===== config.mk =====
export PLATFORM = sky130hd
export DESIGN_NAME = seg7_reg_display
export DESIGN_NICKNAME = d
export VERILOG_FILES = /design/src/rtl/seg7_reg_display.sv
export SDC_FILE = /design/constraint.sdc
export NUM_CORES = 1
export LEC_CHECK = 0
export ABC_AREA = 1
export CAP_MARGIN = 20
export CORE_ASPECT_RATIO = 1.75
export CORE_UTILIZATION = 30
export CTS_CLUSTER_DIAMETER = 150
export DETAILED_ROUTE_END_ITERATION = 16
export HOLD_SLACK_MARGIN = 0.03
export PLACE_DENSITY = 0.59
export SETUP_SLACK_MARGIN = 0.3
export SLEW_MARGIN = 20
export SYNTH_ARGS = -nofsm -noshare
export SYNTH_HDL_FRONTEND = slang
export SYNTH_SLANG_ARGS = --single-unit

===== constraint.sdc =====
create_clock -name clk -period 2.1 [get_ports clk]
set_input_delay 0.21 -clock clk [delete_from_list [all_inputs] [get_ports clk]]
set_output_delay 0.21 -clock clk [all_outputs]
set_load 0.01 [all_outputs]

===== src/rtl/seg7_reg_display.sv =====
// Time-multiplexed 8-digit hex display for a 32-bit register word, common-anode.
// Input is snapshotted once per scan frame so a digit never shows a mix of old and new nibbles.
module seg7_reg_display #(
    parameter int DIG_PERIOD = 100000,
    parameter bit BLANK_LZ   = 1'b1
) (
    input  logic        clk,
    input  logic        rstn,
    input  logic [31:0] data,
    input  logic [7:0]  dp_mask,
    input  logic        enable,
    output logic [7:0]  an,
    output logic [6:0]  seg,
    output logic        dp,
    output logic        frame_tick
);

    localparam int            PW       = (DIG_PERIOD > 1) ? $clog2(DIG_PERIOD) : 1;
    localparam logic [PW-1:0] PRE_LAST = PW'(DIG_PERIOD - 1);

    logic [PW-1:0] prescaler;
    logic          tick;
    logic          frame_end;
    logic [2:0]    idx;
    logic [31:0]   shadow_data;
    logic [7:0]    shadow_dp;

    logic [7:0]    an_p0;
    logic [6:0]    seg_p0;
    logic          dp_p0;
    logic [3:0]    nib_p0;
    logic          blank_p0;

    function automatic logic [6:0] hex_to_seg(input logic [3:0] nib);
        logic [6:0] s;
        case (nib)
            4'h0: s = 7'h40;
            4'h1: s = 7'h79;
            4'h2: s = 7'h24;
            4'h3: s = 7'h30;
            4'h4: s = 7'h19;
            4'h5: s = 7'h12;
            4'h6: s = 7'h02;
            4'h7: s = 7'h78;
            4'h8: s = 7'h00;
            4'h9: s = 7'h10;
            4'hA: s = 7'h08;
            4'hB: s = 7'h03;
            4'hC: s = 7'h46;
            4'hD: s = 7'h21;
            4'hE: s = 7'h06;
            default: s = 7'h0E;
        endcase
        return s;
    endfunction

    assign tick      = (prescaler == PRE_LAST);
    assign frame_end = tick && (idx == 3'd7);

    // Scan timing and frame snapshot
    always_ff @(posedge clk or negedge rstn) begin
        if (!rstn) begin
            prescaler   <= '0;
            idx         <= 3'd0;
            shadow_data <= 32'd0;
            shadow_dp   <= 8'd0;
            frame_tick  <= 1'b0;
        end else begin
            prescaler  <= tick ? '0 : prescaler + PW'(1);
            frame_tick <= frame_end;
            if (tick) begin
                idx <= idx + 3'd1;
            end
            if (frame_end) begin
                shadow_data <= data;
                shadow_dp   <= dp_mask;
            end
        end
    end

    // A digit is blank when it and every nibble above it are zero; digit 0 always shows.
    always_comb begin
        nib_p0   = shadow_data[{idx, 2'b00} +: 4];
        blank_p0 = BLANK_LZ && (idx != 3'd0) && ((shadow_data >> {idx, 2'b00}) == 32'd0);
        an_p0    = 8'hFF;
        seg_p0   = 7'h7F;
        dp_p0    = 1'b1;
        if (enable) begin
            an_p0  = ~(8'd1 << idx);
            seg_p0 = blank_p0 ? 7'h7F : hex_to_seg(nib_p0);
            dp_p0  = ~shadow_dp[idx];
        end
    end

    // Registered display drive
    always_ff @(posedge clk or negedge rstn) begin
        if (!rstn) begin
            an  <= 8'hFF;
            seg <= 7'h7F;
            dp  <= 1'b1;
        end else begin
            an  <= an_p0;
            seg <= seg_p0;
            dp  <= dp_p0;
        end
    end

endmodule


==> reports/metrics.cfg <==
[cts]
clk_path_buf_depth=2
cts_buffers=9
cts_tree=yes
clkSlewWorstSetupHoldPaths_ns=0.06
clock_sinks=77
h-tree-depth=3
root_buffer=clkbuf_16
insertion_delay_ns=0.34

[yosys]
synth_ff_type=dfrtp_1
synth.most_common_cell=nand2_1
synth_cell_types=33
yosysSeqAreaShare=0.451
syn-cell-area_um2=4320
avgSynthCellArea_um2=7.57
synth_edf_count=0
yosys-top-cells-count=nand2_1 (206), dfrtp_1 (61), o21ai_0 (58)
synthTopCellsByArea=dfrtp_1 (35%), nand2_1 (18%), dfstp_2 (9.7%)
ys_ff_latch=77
yosys_warnings=0
synth_area_leader_cell=dfrtp_1
synth_top_area_share=0.354
async_flop_share=1.00
syn_nets=626
synthCells=570

[power_and_ir_drop]
powerDensity_nw_per_um2=526
p_leak_uw=0.00259
ir_drop_v=0.000310

[routing]
route.detailed.drc=0
routedWlPerCell_um=13.5
drt_iter0_drc=264
ant_nets=0
firstDrtPassIters=4
via_count=3810
drt-total-wl_um=11300
vias_per_cell=4.55

[placement]
dp_hpwl_um=7890
portBuffers=59
post_dp_cell_area_um2=5130
gp_congestion=0.859

[sta]
rsz0062_at_grt=yes
hold_violations=0
holdWs_ns=0.389
min_period_over_period=0.926
fin_skew_ns=0.0126
max_freq_mhz=514
fin_crit_ns=1.94
setup-tns-final_ns=0
worst_pin_slew_ns=0.513
relSlewSlack=0.658
setup_violations=0
slew_violations=0

[worst_hold_path]
min_path_type=primary input to asynchronous set/reset pin

[outcome]
outcome=finished, final reports clean

[grt]
gr-total-overflow=0
gr-usage-all-layers=0.156
grt_pass1_wl_um=18200
antenna_found_initial=0
grt_pass1_vias=3903
grt_max_degree=41

[layout]
drive_above_1_share=0.177
fillCellCount=1482
diodes=0
area_delta_synth_final_pct=33.8
design_area_um2=5780
fin_nets=711

[critical_path]
worst-setup-path-type=flop to flop
arrival_ns=2.21
crit_fanout=11
worstSetupStartpointType=flop
cp-end-kind=flop
crit_required_ns=2.37

[floorplan]
die_h_um=161
io_pins=60
dieArea_um2=14900
initial_core_util=0.309
rows=57
coreArea_um2=14000
fp.dieW_um=92.7

[job]
cap_violations=0

where the power goes:
part / switching [uW] / internal [uW] / leakage [uW] / total [uW]
clock network: 603 / 797 / 0.000129 / 1400
logic: 55.7 / 86.7 / 0.00167 / 142
registers: 1.25 / 1500 / 0.000794 / 1500
total: 660 / 2380 / 0.00259 / 3040
sequential cells by signal, indices dropped and copies added (netlist names):
name,cells
shadow_data,32
prescaler,17
an,8
shadow_dp,8
seg,7
idx,3
dp,1
frame_tick,1
worst max-delay path: stages, from the launching register on:
cell and delay (ns):
dfrtp_2 0.46, buf_12 0.16, nand2_2 0.07, nand3_2 0.08, nand2_2 0.08, nand2_1 0.06, nand2_2 0.14, ha_4 0.14
inv_2 0.03, a21oi_1 0.10, o21ai_1 0.07, inv_1 0.07, nand3_2 0.09, nor2_4 0.13, nand3_4 0.11, nand2_1 0.09
area by class of cell:
class | count | area (um2) | share of cell area
Tap cell | 177 | 221 | 0.0383
Multi-Input combinational cell | 411 | 2060 | 0.357
Timing Repair Buffer | 96 | 1040 | 0.180
Clock inverter | 6 | 38.8 | 0.00672
Clock buffer | 10 | 229 | 0.0396
Sequential cell | 77 | 1950 | 0.338
Inverter | 60 | 234 | 0.0405
routing by layer:
| layer | GRT usage | up-vias | wire [um] |
|---|---|---|---|
| li1 | - | 1958 | - |
| met1 | 0.182 | 1752 | 4720 |
| met2 | 0.270 | 81 | 5900 |
| met3 | 0.0298 | 19 | 398 |
| met4 | 0.0790 | 0 | 327 |
| met5 | 0 | - | 0 |
metrics by stage:
stage                     power, uW   util  cells  worst slack [ns]
after CTS                      3080  0.391    819             0.171
after global routing           3170  0.413    837           -0.0311
final                          3040  0.413    837             0.156
after floorplan                1530      -    570             0.232
after global placement         1670  0.367    799             0.179
after detailed placement       1670  0.367    799             0.133
final timing paths:
| kind | depth (start not counted) | endpoint | startpoint | slack, ns |
|---|---|---|---|---|
| worst max-delay path | 15 | seg[6] | idx[0] | 0.16 |
| worst min-delay path | 2 | shadow_data[12] | rstn | 0.39 |
| worst max register to register | 15 | seg[6] | idx[0] | 0.16 |
| worst min register to register | 2 | shadow_dp[7] | shadow_dp[7] | 0.51 |
| max in group asynchronous | 3 | dp | rstn | 1.07 |
| min in group clk | 3 | shadow_dp[3] | dp_mask[3] | 0.41 |
timing repair:
item	CTS	global route
setup buffers	2	13
endpoints found under the setup margin	44	50
endpoints found under the hold margin	22	0
pin swaps	1	9
gates cloned	1	5
hold buffers	1	0
resized for setup	3	40
cell usage in the layout (no fill, tap or decap), drive strengths merged, types with 2 or more instances in the layout:
master	synthesis	routed
nand2	215	215
o21ai	62	62
dfrtp	61	61
inv	59	59
clkdlybuf4s50	0	58
nand3	49	49
nor2	41	41
buf	20	33
dfstp	16	16
clkbuf	2	14
ha	13	13
a21oi	11	11
xor2	6	6
nor3	4	4
clkinv	1	4
clkinvlp	0	3
nand3b	2	2
nand4	2	2
nor4	2	2
cell families (layout without fill, tap and decap cells):
| logic type | after synthesis | after routing | share of synthesized area |
|---|---|---|---|
| and+or+nand+nor | 315 | 315 | 0.316 |
| xor gates and xnor gates | 7 | 7 | 0.0142 |
| DFF | 77 | 77 | 0.451 |
| buffers and inverters | 82 | 172 | 0.0907 |
| AOI/OAI and AO/OA | 76 | 76 | 0.0904 |
| adders and majority gates | 13 | 13 | 0.0377 |
Note: power is estimated with default switching activity, not from simulation.
